==> config.mk <==
export PLATFORM = sky130hd
export DESIGN_NAME = cook_controller_flat
export DESIGN_NICKNAME = d
export VERILOG_FILES = /design/src/rtl/cook_controller_if.sv /design/src/rtl/cook_controller.sv /design/src/flat_wrapper.sv
export SDC_FILE = /design/constraint.sdc
export NUM_CORES = 1
export LEC_CHECK = 0
export BUFFER_PORTS_ARGS = -buffer_cell sky130_fd_sc_hd__buf_2
export CORE_MARGIN = 2
export CORE_UTILIZATION = 45
export DETAILED_ROUTE_END_ITERATION = 7
export HOLD_SLACK_MARGIN = 0.12
export PLACE_DENSITY = 0.63
export SETUP_SLACK_MARGIN = 0.4
export SLEW_MARGIN = 10
export SYNTH_ARGS = -nofsm -noshare
export SYNTH_HDL_FRONTEND = slang
export SYNTH_SLANG_ARGS = --single-unit
==> constraint.sdc <==
create_clock -name clock -period 4.1 [get_ports clock]
set_clock_uncertainty 0.2 [all_clocks]
set_input_delay 0.41 -clock clock [delete_from_list [all_inputs] [get_ports clock]]
set_output_delay 0.41 -clock clock [all_outputs]
set_load 0.03 [all_outputs]
==> src/rtl/cook_controller_if.sv <==
// User/timer side bundle of the cook controller: keypad, commands, door and timer status in,
// timer drive strobes, magnetron drive and status out.
// No latency or backpressure of its own; all handshakes are one-cycle pulses.
// Ports: key_valid/key_digit keypad, start/stop/clear commands, door_closed and timer_zero levels,
//        data/loadn/timer_clrn/enable towards the timer, mag_on/done/state/digit_count status.
interface cook_controller_if;
    logic       key_valid;
    logic [3:0] key_digit;
    logic       start;
    logic       stop;
    logic       clear;
    logic       door_closed;
    logic       timer_zero;
    logic [3:0] data;
    logic       loadn;
    logic       timer_clrn;
    logic       enable;
    logic       mag_on;
    logic       done;
    logic [2:0] state;
    logic [1:0] digit_count;

    // Controller side.
    modport slave (
        input  key_valid, key_digit, start, stop, clear, door_closed, timer_zero,
        output data, loadn, timer_clrn, enable, mag_on, done, state, digit_count
    );

    // User/environment side.
    modport master (
        output key_valid, key_digit, start, stop, clear, door_closed, timer_zero,
        input  data, loadn, timer_clrn, enable, mag_on, done, state, digit_count
    );
endinterface

==> src/rtl/cook_controller.sv <==
// Purpose: keypad/command front end for a BCD countdown timer, with 1 Hz-style tick prescaler and magnetron control.
// Latency: every output is registered; commands sampled at edge n take effect in cycle n+1.
// Backpressure: none; inputs are single-cycle pulses/levels and ignored keys or commands are simply dropped.
// Ports: clock, clrn (async active-low reset), bus (cook_controller_if.slave) carrying keypad,
//        start/stop/clear, door/timer status in and data/loadn/timer_clrn/enable/mag_on/done/state/digit_count out.
module cook_controller #(
    parameter int TICK_DIV = 50000000
) (
    input  logic             clock,
    input  logic             clrn,
    cook_controller_if.slave bus
);

    typedef enum logic [2:0] {
        ST_IDLE  = 3'd0,
        ST_SET   = 3'd1,
        ST_COOK  = 3'd2,
        ST_PAUSE = 3'd3,
        ST_DONE  = 3'd4
    } state_e;

    localparam int             PW         = (TICK_DIV > 2) ? $clog2(TICK_DIV) : 1;
    localparam logic [PW-1:0]  PRESC_LAST = PW'(TICK_DIV - 1);

    state_e        state_q, state_d;
    logic [3:0]    data_q, data_d;
    logic [1:0]    digit_count_q, digit_count_d;
    logic [PW-1:0] presc_q, presc_d;
    logic          loadn_q, loadn_d;
    logic          timer_clrn_q, timer_clrn_d;
    logic          enable_q, enable_d;
    logic          mag_on_q, mag_on_d;
    logic          done_q, done_d;

    // One-cycle events produced by the next-state logic, turned into strobes by the output logic.
    logic          load_evt;
    logic          clr_evt;
    logic          tick_evt;

    logic          key_ok;
    logic          do_clear;

    assign key_ok   = bus.key_valid && (bus.key_digit <= 4'd9) && (digit_count_q != 2'd3);
    // Clear is honoured everywhere except while the magnetron is running.
    assign do_clear = bus.clear && (state_q != ST_COOK);

    // ------------------------------------------------------------------
    // State register
    // ------------------------------------------------------------------
    always_ff @(posedge clock or negedge clrn) begin
        if (!clrn) begin
            state_q       <= ST_IDLE;
            data_q        <= 4'd0;
            digit_count_q <= 2'd0;
            presc_q       <= '0;
            loadn_q       <= 1'b1;
            timer_clrn_q  <= 1'b1;
            enable_q      <= 1'b0;
            mag_on_q      <= 1'b0;
            done_q        <= 1'b0;
        end else begin
            state_q       <= state_d;
            data_q        <= data_d;
            digit_count_q <= digit_count_d;
            presc_q       <= presc_d;
            loadn_q       <= loadn_d;
            timer_clrn_q  <= timer_clrn_d;
            enable_q      <= enable_d;
            mag_on_q      <= mag_on_d;
            done_q        <= done_d;
        end
    end

    // ------------------------------------------------------------------
    // Next-state logic. Priority within IDLE/SET is clear > start > key:
    // a start that is actually taken swallows a key in the same cycle.
    // ------------------------------------------------------------------
    always_comb begin
        state_d       = state_q;
        data_d        = data_q;
        digit_count_d = digit_count_q;
        presc_d       = presc_q;
        load_evt      = 1'b0;
        clr_evt       = 1'b0;
        tick_evt      = 1'b0;

        if (do_clear) begin
            state_d       = ST_IDLE;
            digit_count_d = 2'd0;
            presc_d       = '0;
            clr_evt       = 1'b1;
        end else begin
            unique case (state_q)
                ST_IDLE, ST_SET: begin
                    if (bus.start && (state_q == ST_SET) && bus.door_closed && !bus.timer_zero) begin
                        state_d = ST_COOK;
                        presc_d = '0;
                    end else if (key_ok) begin
                        state_d       = ST_SET;
                        data_d        = bus.key_digit;
                        digit_count_d = digit_count_q + 2'd1;
                        load_evt      = 1'b1;
                    end
                end
                ST_COOK: begin
                    // On any exit the prescaler is frozen so a resume continues the partial period.
                    if (bus.timer_zero) begin
                        state_d = ST_DONE;
                    end else if (!bus.door_closed || bus.stop) begin
                        state_d = ST_PAUSE;
                    end else if (presc_q == PRESC_LAST) begin
                        presc_d  = '0;
                        tick_evt = 1'b1;
                    end else begin
                        presc_d = presc_q + PW'(1);
                    end
                end
                ST_PAUSE: begin
                    // stop beats a simultaneous start.
                    if (bus.start && !bus.stop && bus.door_closed) begin
                        state_d = ST_COOK;
                    end
                end
                ST_DONE: begin
                    state_d = ST_DONE;
                end
                default: begin
                    state_d = ST_IDLE;
                end
            endcase
        end
    end

    // ------------------------------------------------------------------
    // Output logic: values registered into the output flops next edge.
    // Deriving mag_on/done from the next state makes them switch in the
    // same cycle the state register does.
    // ------------------------------------------------------------------
    always_comb begin
        loadn_d      = !load_evt;
        timer_clrn_d = !clr_evt;
        enable_d     = tick_evt;
        mag_on_d     = (state_d == ST_COOK);
        done_d       = (state_d == ST_DONE);
    end

    assign bus.data        = data_q;
    assign bus.loadn       = loadn_q;
    assign bus.timer_clrn  = timer_clrn_q;
    assign bus.enable      = enable_q;
    assign bus.mag_on      = mag_on_q;
    assign bus.done        = done_q;
    assign bus.state       = state_q;
    assign bus.digit_count = digit_count_q;

endmodule

==> src/flat_wrapper.sv <==
// flat-port wrapper written by rule: the top's interface ports become plain ports
module cook_controller_flat 
#(
    parameter int TICK_DIV = 50000000
)
  (clock, clrn, bus_key_valid, bus_key_digit, bus_start, bus_stop, bus_clear, bus_door_closed, bus_timer_zero, bus_data, bus_loadn, bus_timer_clrn, bus_enable, bus_mag_on, bus_done, bus_state, bus_digit_count);
  cook_controller_if bus_i ();
  input  logic clock;
  input  logic clrn;
  input wire logic [$bits(bus_i.key_valid)-1:0] bus_key_valid;
  input wire logic [$bits(bus_i.key_digit)-1:0] bus_key_digit;
  input wire logic [$bits(bus_i.start)-1:0] bus_start;
  input wire logic [$bits(bus_i.stop)-1:0] bus_stop;
  input wire logic [$bits(bus_i.clear)-1:0] bus_clear;
  input wire logic [$bits(bus_i.door_closed)-1:0] bus_door_closed;
  input wire logic [$bits(bus_i.timer_zero)-1:0] bus_timer_zero;
  output wire logic [$bits(bus_i.data)-1:0] bus_data;
  output wire logic [$bits(bus_i.loadn)-1:0] bus_loadn;
  output wire logic [$bits(bus_i.timer_clrn)-1:0] bus_timer_clrn;
  output wire logic [$bits(bus_i.enable)-1:0] bus_enable;
  output wire logic [$bits(bus_i.mag_on)-1:0] bus_mag_on;
  output wire logic [$bits(bus_i.done)-1:0] bus_done;
  output wire logic [$bits(bus_i.state)-1:0] bus_state;
  output wire logic [$bits(bus_i.digit_count)-1:0] bus_digit_count;
  assign bus_i.key_valid = bus_key_valid;
  assign bus_i.key_digit = bus_key_digit;
  assign bus_i.start = bus_start;
  assign bus_i.stop = bus_stop;
  assign bus_i.clear = bus_clear;
  assign bus_i.door_closed = bus_door_closed;
  assign bus_i.timer_zero = bus_timer_zero;
  assign bus_data = bus_i.data;
  assign bus_loadn = bus_i.loadn;
  assign bus_timer_clrn = bus_i.timer_clrn;
  assign bus_enable = bus_i.enable;
  assign bus_mag_on = bus_i.mag_on;
  assign bus_done = bus_i.done;
  assign bus_state = bus_i.state;
  assign bus_digit_count = bus_i.digit_count;
  cook_controller #(.TICK_DIV(TICK_DIV)) u_core (.clock(clock), .clrn(clrn), .bus(bus_i));
endmodule
==> results of run 1 <==
## report_power, final
group	switching [mW]	internal, mW	leakage [nW]	total (mW)
clock network	0.139	0.120	0.0422	0.258
registers	0.0143	0.412	0.541	0.426
logic	0.0792	0.0400	0.401	0.119
total	0.232	0.572	0.984	0.804
## worst max-delay path, cell delays in order, from the launching register on
cell and delay (ns):
dfrtp_1 0.55, or3b_2 0.57, a21oi_2 0.76, o21ai_0 0.20
a31oi_1 0.22
## how the worst min path moves through the flow
stage / end / slack, ns / depth (start not counted)
global route: u_core.bus.data[0] / 0.15 / 2
global placement: u_core.presc_q[25] / 0.26 / 1
CTS: u_core.bus.data[0] / 0.14 / 2
finish: u_core.bus.data[0] / 0.15 / 2
detailed placement: u_core.presc_q[25] / 0.26 / 1
floorplan: u_core.bus.data[0] / -0.09 / 0
## cell type report
class / instances / area (µm²)
multi-input combinational: 177 / 1090
timing repair buffer: 27 / 143
clock inverter: 1 / 5.00
fill: 455 / 2280
tap: 54 / 67.6
clock buffer: 7 / 76.3
inverter: 7 / 26.3
sequential: 40 / 1000
## synth_stat cells, types with 4 or more instances
master    instances  share of area
a21oi_1          18          0.042
a31oi_1          12          0.035
buf_2             4         0.0092
clkbuf_1          5         0.0087
dfrtp_1          38           0.44
inv_1             7          0.012
mux2_2            4          0.021
nand2_1          29          0.050
nand3_1          15          0.035
nand4_1           5          0.014
nor2_1           11          0.019
nor3_1            5          0.012
nor4_1            4          0.012
o21ai_0          17          0.039
o311ai_1          5          0.020
or3_1             6          0.017
## flip-flops by register name, indices dropped and copies added (netlist names)
name	cells
u_core.bus.data	4
u_core.bus.digit_count	2
u_core.bus.done	1
u_core.bus.enable	1
u_core.bus.loadn	1
u_core.bus.mag_on	1
u_core.bus.state	3
u_core.bus.timer_clrn	1
u_core.presc_q	26
## routing by layer
layer	share of wire	GRT usage
met5	0	0
met3	0.038	0.0398
met1	0.49	0.290
met4	0.013	0.0606
met2	0.46	0.306
## cell families (layout without fill, tap and decap cells)
kind of cell,count (synthesis),count (layout),synth area share
fa+ha+maj,2,2,0.0116
xor+xnor,1,1,0.00404
buf+inv,17,42,0.0352
flops,40,40,0.463
mux,6,6,0.0300
compound gates,65,65,0.185
simple gates,103,103,0.270
## cells in the final DEF (no fill, tap or decap), types with 3 or more instances in the layout
master,instances
dfrtp_1,38
nand2_1,29
buf_2,25
a21oi_1,18
o21ai_0,17
nand3_1,15
a31oi_1,12
nor2_1,11
inv_1,7
or3_1,6
nand4_1,5
nor3_1,5
o311ai_1,5
clkbuf_8,5
nor4_1,4
mux2_2,4
nand3b_1,3
nand2b_1,3
and3_1,3
## stage by stage
| step | power, mW | hold slack [ns] | worst slack, ns | cell area (µm²) |
|---|---|---|---|---|
| after detailed placement | 0.554 | 0.264 | 1.54 | 2320 |
| after CTS | 0.815 | 0.137 | 1.54 | 2410 |
| final | 0.804 | 0.145 | 1.52 | 2410 |
| after global placement | 0.552 | 0.257 | 1.62 | 2320 |
| after global routing | 0.842 | 0.147 | 1.31 | 2410 |
| after floorplan | 0.512 | -0.0856 | 1.93 | 2170 |
==> out/results.ini, run 1 <==
[synth]
synthArstFlopShare=1.00
ys_seq_area_frac=0.463
synth_cell_type_count=49
netlist_area_mm2=0.00217
avgSynthCellArea_um2=9.26
synth_flop_cell=dfrtp_1
syn-num-nets=248
synth_edf_count=0
ys_ff_latch=40
ys_warn_count=0
synthCells=234

[floorplanning]
die_width_um=73.4
die-area_mm2=0.00538
die_h_um=73.4
start_util=0.462
core-area_mm2=0.00469
io_pins=26
rows=25

[setup_path]
cp-startpoint=u_core.bus.state[1]
ff2ff_setup_slack_ns=1.52
required_ns=4.12
reg2reg_from=u_core.bus.state[1]
reg2reg_to=u_core.presc_q[10]
reg2reg_depth=4
path_max_fanout=22
setup.worst_path.end=u_core.presc_q[10]
critPathLaunchType=register
worstSetupEndpointType=register
cp.arrival_ns=2.60
path_class=reg -> reg

[sta]
final-max-slew-violation-count=0
worstMarginPinSlew_ns=0.998
fin_crit_sh=0.629
setup_tns_ns=0
period_needed_ns=2.58
fmax_ghz=0.388
max_slew_margin=0.334
rsz0062_at_grt=false
hold_viol=0
setup-violations-final=0

[clock_tree]
clk_pin_slew_ns=0.08
cts_tree=done
cts.sinks=40
root_buffer=clkbuf_8
h-tree-depth=2
cts_max_path_buffers=2
insertion_delay_ns=0.30
cts_resized=0
post-cts-setup-buffers=0
postCtsHoldBufs=1
numCtsBuffers=5

[drt]
firstDrtPassIters=4
dr.first_iter.drc_count=135
ant_nets=0
wl_per_cell_um=15.4
drc=0
drt_wl_total_um=4820
vias_per_cell=5.84
routed-via-count=1828

[outcome]
status=complete, no violations

[finish]
fin_util=0.513
final_cell_count_no_fill=313
area_growth_pct=11.1
layout-drive-gt1-share=0.205
n_antenna_cell=0
nets=272

[grt]
grt_pass1_wl_um=8340
antenna_found_initial=0
grt_max_degree=41
gr-total-overflow=0
grt.total_usage=0.201
first_global_vias=1709

[placement]
portBuffers=25
dp_hpwl_um=3280
dp_cells=304
globalplace.congestion=0.797

[power]
irDropWorstVdd_mv=0.209
power_leakage_nw=0.984
power_density_mw_per_mm2=334

[flow_run]
maxCapViolCount=0

[worst_hold_path]
hp-start=bus_key_digit[0]
hold_class=in -> reg

Note: power is estimated with default switching activity, not from simulation.
==> run 2: changes to the inputs <==
Clock period 4.1 ns to 2.6 ns, I/O delays scaled along.
==> run 2 against run 1 <==
Power rose by 63%. Combinational power rose by 85%. Critical endpoint is now u_core.presc_q[16]. Setup slack got worse by 1.1 ns. Final cell count rose by 8.6%. Worst hold slack improved by 0.084 ns. First-iteration DRC count rose by 32%. Sequential share of layout area fell by 4.9 points.
==> out/results.ini, run 2 (synthesis results as in run 1) <==
[floorplanning]
die_h_um=73.4  ; unchanged
die_width_um=73.4  ; unchanged
start_util=0.462  ; unchanged
die-area_mm2=0.00538  ; unchanged
rows=25  ; unchanged
core-area_mm2=0.00469  ; unchanged
io_pins=26  ; unchanged

[sta]
hold_viol=0  ; unchanged
worstMarginPinSlew_ns=0.907  ; was 0.998 ns
fmax_ghz=0.457  ; was 0.388 GHz
max_slew_margin=0.395  ; was 0.334
setup_tns_ns=0  ; unchanged
final-max-slew-violation-count=0  ; unchanged
rsz0062_at_grt=true  ; was false
fin_crit_sh=0.841  ; was 0.629
period_needed_ns=2.19  ; was 2.58 ns
setup-violations-final=0  ; unchanged
holdWs_ns=0.229  ; was 0.145 ns

[placement]
portBuffers=25  ; unchanged
globalplace.congestion=0.782  ; was 0.797
dp_hpwl_um=3400  ; was 3280 µm

[outcome]
status=complete, no violations  ; unchanged

[flow_run]
maxCapViolCount=0  ; unchanged

[finish]
nets=299  ; was 272
area_growth_pct=25.8  ; was 11.1%
top_register=u_core.presc_q  ; unchanged
layout_commonest_cell=dfrtp_1  ; unchanged
mostFrequentLayoutCells=dfrtp_1, nand2_1, buf_2  ; unchanged
largest_reg_flops=26  ; unchanged
n_antenna_cell=0  ; unchanged
layout-drive-gt1-share=0.283  ; was 0.205

[setup_path]
crit_path_cell_trace=ha_4, nand3_4, or3_4, or3_1, or3_1, o21ai_0  ; was or3b_2, a21oi_2, o21ai_0, a31oi_1
critPathSlowestCell=dfrtp_1  ; was a21oi_2
cp_common_cell=or3_1
cpPeakStageDelay_ns=0.44  ; was 0.76 ns
required_ns=2.62  ; was 4.12 ns
cp.arrival_ns=2.21  ; was 2.60 ns
reg2reg_depth=6  ; was 4
reg2reg_from=u_core.presc_q[1]  ; was u_core.bus.state[1]
path_class=reg -> reg  ; unchanged
ff2ff_setup_slack_ns=0.41  ; was 1.52 ns
worstSetupEndpointType=register  ; unchanged
critPathLaunchType=register  ; unchanged
reg2reg_to=u_core.presc_q[16]  ; was u_core.presc_q[10]
path_max_fanout=8  ; was 22

[clock_tree]
root_buffer=clkbuf_8  ; unchanged
insertion_delay_ns=0.31  ; was 0.30 ns
h-tree-depth=2  ; unchanged
cts_max_path_buffers=2  ; unchanged
numCtsBuffers=5  ; unchanged
cts.sinks=40  ; unchanged
clk_pin_slew_ns=0.09  ; was 0.08 ns
cts_tree=done  ; unchanged

[drt]
drt_wl_total_um=5410  ; was 4820 µm
dr.first_iter.drc_count=178  ; was 135
wl_per_cell_um=15.9  ; was 15.4 µm
ant_nets=0  ; unchanged
drc=0  ; unchanged
routed-via-count=1986  ; was 1828
firstDrtPassIters=4  ; unchanged
vias_per_cell=5.84  ; about the same

[power]
power_mw=1.31  ; was 0.804 mW
irDropWorstVdd_mv=0.388  ; was 0.209 mV
power_density_mw_per_mm2=480  ; was 334 mW/mm²
power_leakage_nw=1.14  ; was 0.984 nW

[worst_hold_path]
hold_class=in -> reg  ; unchanged
hp-start=bus_timer_zero  ; was bus_key_digit[0]
holdPathStages=5  ; was 2
holdPathEnd=u_core.bus.mag_on  ; was u_core.bus.data[0]

[grt]
grt_pass1_wl_um=8850  ; was 8340 µm
first_global_vias=1765  ; was 1709
grt_max_degree=41  ; unchanged
antenna_found_initial=0  ; unchanged
gr-total-overflow=0  ; unchanged
grt.total_usage=0.214  ; was 0.201

-- run 2: cell count changes in the layout (fill, tap and decap cells not counted), sizes merged --
cell	previous run	this run
a21o	1	2
dlygate4sd3	1	7
clkinv	1	3
clkbuf	7	5
buf	26	46
-- run 2: power breakdown --
group | leakage [nW] | switching (mW) | internal, mW
registers | 0.541 | 0.0128 | 0.650
logic | 0.548 | 0.141 | 0.0785
clock network | 0.0479 | 0.237 | 0.187
total | 1.14 | 0.391 | 0.916
-- run 2: routing by layer --
layer | wire length (µm) | GRT usage | part of all wire | vias to the layer above
li1 | - | - | - | 977
met1 | 2540 | 0.303 | 0.47 | 951
met2 | 2520 | 0.331 | 0.47 | 49
met3 | 279 | 0.0480 | 0.052 | 9
met4 | 74 | 0.0626 | 0.014 | 0
met5 | 0 | 0 | 0 | -
-- run 2: cell type report --
cell class              count  area, µm²
well taps                  54       67.6
fillers                   408       1970
clock buffers               5       68.8
flip-flops and latches     40       1000
clock inverters             3       18.8
multi-input cells         178       1170
inverters                   7       26.3
repair buffers             53        373
-- run 2: worst max-delay path by stage --
stage,start,endpoint,slack [ns],cells after the start
finish,u_core.presc_q[1],u_core.presc_q[16],0.41,6
global route,u_core.presc_q[1],u_core.presc_q[16],0.30,6
CTS,u_core.presc_q[0],u_core.presc_q[24],0.36,6
detailed placement,u_core.presc_q[0],u_core.presc_q[24],0.25,6
global placement,u_core.presc_q[0],u_core.presc_q[16],0.33,6
floorplan,u_core.bus.state[2],u_core.bus.data[0],0.43,6
-- run 2: timing repair --
item,CTS,global route
hold buffers,7,0
setup endpoints to repair,19,26
resized for setup,11,5
pin swaps,7,6
gates cloned,1,0
hold endpoints to repair,48,0
setup buffers,6,5
-- run 2: stage by stage --
step,area [µm²],util,instances,setup slack [ns]
floorplan,2170,-,234,0.427
global placement,2380,0.508,313,0.332
detailed placement,2380,0.508,313,0.254
CTS,2660,0.568,335,0.359
global route,2730,0.581,340,0.299
finish,2730,0.581,340,0.413
-- run 2: worst max-delay path, delay by kind of cell, from the launching register on --
kind / cells / cell delay (ns)
and+or+nand+nor: 4 / 1.20
adders and majority gates: 1 / 0.18
AOI/OAI and AO/OA: 1 / 0.07
DFF: 1 / 0.44
==> run 3: changes to the inputs <==
Settings changed: ABC_AREA set to 1, PLACE_DENSITY 0.63 to 0.65.
Clock period 2.6 ns to 2 ns, I/O delays scaled along.
==> run 3 against run 2 <==
Synthesized cell count is 51% higher. Sequential cell count unchanged. Die area is 13% higher. Worst hold slack lost 0.20 ns. Global-route usage is 2.0 points higher.
==> out/results.ini, run 3 <==
[finish]
fillers=489  ; was 408
area_growth_pct=33.7  ; was 25.8%
layout_commonest_cell=nand2_1  ; was dfrtp_1
register_area_mm2=0.00101  ; was 0.00100 mm²
nets=437  ; was 299
mostFrequentLayoutCells=nand2_1, nor2_1, inv_1  ; was dfrtp_1, nand2_1, buf_2
top_register=u_core.presc_q  ; unchanged
largest_reg_flops=26  ; unchanged
layout-drive-gt1-share=0.317  ; was 0.283
n_antenna_cell=0  ; unchanged
multiInputGateArea_mm2=0.00144  ; was 0.00117 mm²

[synth]
yosys-top-cells-area=dfrtp_1, nand2_1, nor2_1  ; was dfrtp_1, nand2_1, a21oi_1
avgSynthCellArea_um2=6.96  ; was 9.26 µm²
netlist_area_mm2=0.00246  ; was 0.00217 mm²
ys_ff_latch=40  ; unchanged
synth_edf_count=0  ; unchanged
synth_flop_cell=dfrtp_1  ; unchanged
synthArstFlopShare=1.00  ; unchanged
synthTopCellsByCount=nand2_1, nor2_1, inv_1  ; was dfrtp_1, nand2_1, a21oi_1
synthCells=354  ; was 234
yosys.area.top_type_share=0.386  ; was 0.439
ys_seq_area_frac=0.407  ; was 0.463
yosysMostFrequentCell=nand2_1  ; was dfrtp_1
syn-num-nets=368  ; was 248
synth_area_leader_cell=dfrtp_1  ; unchanged
ys_warn_count=0  ; unchanged
synth_cell_type_count=30  ; was 49

[sta]
setup-violations-final=0  ; unchanged
worstMarginPinSlew_ns=0.484  ; was 0.907 ns
period_needed_ns=1.80  ; was 2.19 ns
fin_crit_sh=0.900  ; was 0.841
fmax_ghz=0.556  ; was 0.457 GHz
rsz0062_at_grt=true  ; unchanged
setup_tns_ns=0  ; unchanged
hold_viol=0  ; unchanged
max_slew_margin=0.677  ; was 0.395
final-max-slew-violation-count=0  ; unchanged

[clock_tree]
numCtsBuffers=5  ; unchanged
clk_pin_slew_ns=0.08  ; was 0.09 ns
h-tree-depth=2  ; unchanged
cts_max_path_buffers=2  ; unchanged
root_buffer=clkbuf_8  ; unchanged
insertion_delay_ns=0.30  ; was 0.31 ns
postCtsHoldBufs=8  ; was 7
cts.sinks=40  ; unchanged
cts_tree=done  ; unchanged

[setup_path]
cpPeakStageDelay_ns=0.39  ; was 0.44 ns
path_max_fanout=3  ; was 8
cpLargestDelayFamily=simple AND/OR/NAND/NOR gates  ; unchanged
critPathLaunchType=register  ; unchanged
crit_path_cell_trace=ha_2, nand2_2, nor2_4, buf_12, nand3_2, inv_1, nand2_1, o21bai_1, nand2_1, nor2_2  ; was ha_4, nand3_4, or3_4, or3_1, or3_1, o21ai_0
crit_buf_inv=2  ; was 0
reg2reg_depth=10  ; was 6
path_class=reg -> reg  ; unchanged
cp_common_cell=nand2_1  ; was or3_1
worstSetupEndpointType=register  ; unchanged
critPathSlowestCell=dfrtp_1  ; unchanged
path_depth=10  ; was 6
cp.arrival_ns=1.84  ; was 2.21 ns
required_ns=2.04  ; was 2.62 ns

[placement]
dp_hpwl_um=4440  ; was 3400 µm
portBuffers=25  ; unchanged
globalplace.congestion=0.878  ; was 0.782

[drt]
drc=0  ; unchanged
vias_per_cell=5.10  ; was 5.84
ant_nets=0  ; unchanged
firstDrtPassIters=4  ; unchanged
wl_met3_um=393  ; was 279 µm
highest_layer=met4  ; unchanged
dr.first_iter.drc_count=186  ; was 178
wl_per_cell_um=13.4  ; was 15.9 µm
drt_wl_total_um=6630  ; was 5410 µm
routed-via-count=2512  ; was 1986
wl_met2_um=3270  ; was 2520 µm
met1_length_um=2880  ; was 2540 µm

[grt]
grt.total_usage=0.234  ; was 0.214
first_global_vias=2363  ; was 1765
grt_max_degree=20  ; was 41
antenna_found_initial=0  ; unchanged
gr-total-overflow=0  ; unchanged
grt_pass1_wl_um=11100  ; was 8850 µm

[power]
power_density_mw_per_mm2=521  ; was 480 mW/mm²
power_leakage_nw=1.56  ; was 1.14 nW
irDropWorstVdd_mv=0.369  ; was 0.388 mV
power_mw=1.72  ; was 1.31 mW

[worst_hold_path]
holdPathStages=3  ; was 5
hold_class=in -> reg  ; unchanged

[floorplanning]
io_pins=26  ; unchanged
die_width_um=78.0  ; was 73.4 µm
start_util=0.473  ; was 0.462
die_h_um=78.0  ; was 73.4 µm
rows=26  ; was 25
die-area_mm2=0.00608  ; was 0.00538 mm²
core-area_mm2=0.00520  ; was 0.00469 mm²

[outcome]
status=complete, no violations  ; unchanged

[flow_run]
maxCapViolCount=0  ; unchanged

-- run 3: cell types whose count changed in the layout (fill, tap and decap cells not counted), sizes merged, moves of 6 or more --
cell,before,now
nand2,29,116
nor2,11,61
inv,7,44
a21oi,20,3
nand3,15,32
buf,46,60
a31oi,12,0
nand4,6,17
or3,9,0
nor3,5,11
-- run 3: area by class of cell --
| type | instances | share of cell area |
|---|---|---|
| clock inverter | 1 | 0.00152 |
| clock buffer | 6 | 0.0220 |
| timing repair buffer | 68 | 0.153 |
| tap | 70 | 0.0266 |
| sequential | 40 | 0.307 |
| multi-input combinational | 264 | 0.438 |
| inverter | 44 | 0.0517 |
-- run 3: metrics by stage --
step	hold slack, ns	cell area (µm²)	setup slack, ns	utilization	instances
2_1_floorplan	-0.296	2520	0.287	-	354
3_3_place_gp	-0.108	2770	0.117	0.532	452
3_5_place_dp	-0.102	2770	0.0590	0.532	452
4_1_cts	0.0163	3150	0.263	0.605	487
5_1_grt	0.0376	3290	0.102	0.633	493
6_report	0.0333	3290	0.200	0.633	493
-- run 3: worst paths after layout --
| check | from | to | slack [ns] |
|---|---|---|---|
| min | bus_timer_zero | u_core.bus.state[2] | 0.03 |
| min reg2reg | u_core.bus.data[2] | u_core.bus.data[2] | 0.28 |
| max reg2reg | u_core.presc_q[0] | u_core.presc_q[14] | 0.20 |
| min in group asynchronous | clrn | u_core.bus.timer_clrn | 0.24 |
| max | u_core.presc_q[0] | u_core.presc_q[14] | 0.20 |
| max in group asynchronous | clrn | u_core.bus.digit_count[0] | 0.80 |
-- run 3: what timing repair did --
action                                  CTS  global route
setup buffers                            19             6
resized for setup                        22            26
endpoints found under the setup margin   31            44
endpoints found under the hold margin    52             3
pin swaps                                15            17
gates cloned                              1             0
-- run 3: kinds of logic (layout without fill, tap and decap cells) --
family | after synthesis | after routing | share of synthesized area
flops | 40 | 40 | 0.407
buf+inv | 51 | 119 | 0.0889
simple gates | 239 | 240 | 0.440
compound gates | 20 | 20 | 0.0467
fa+ha+maj | 2 | 2 | 0.0102
xor+xnor | 2 | 2 | 0.00711
-- run 3: tightest hold or removal path, cell delays in order --
cell and delay [ns]:
buf_2 0.12, nand3_2 0.10, o41ai_1 0.07
-- run 3: report_power, final --
part           internal [mW]  switching (mW)  total, mW
Combinational          0.118           0.209      0.327
Clock                  0.238           0.294      0.532
Sequential             0.838          0.0195      0.858
-- run 3: metal layers --
layer  track usage  vias to the layer above
met1         0.306                     1166
met2         0.380                       65
met5             0                        -
li1              -                     1273
met3        0.0535                        8
met4        0.0825                        0
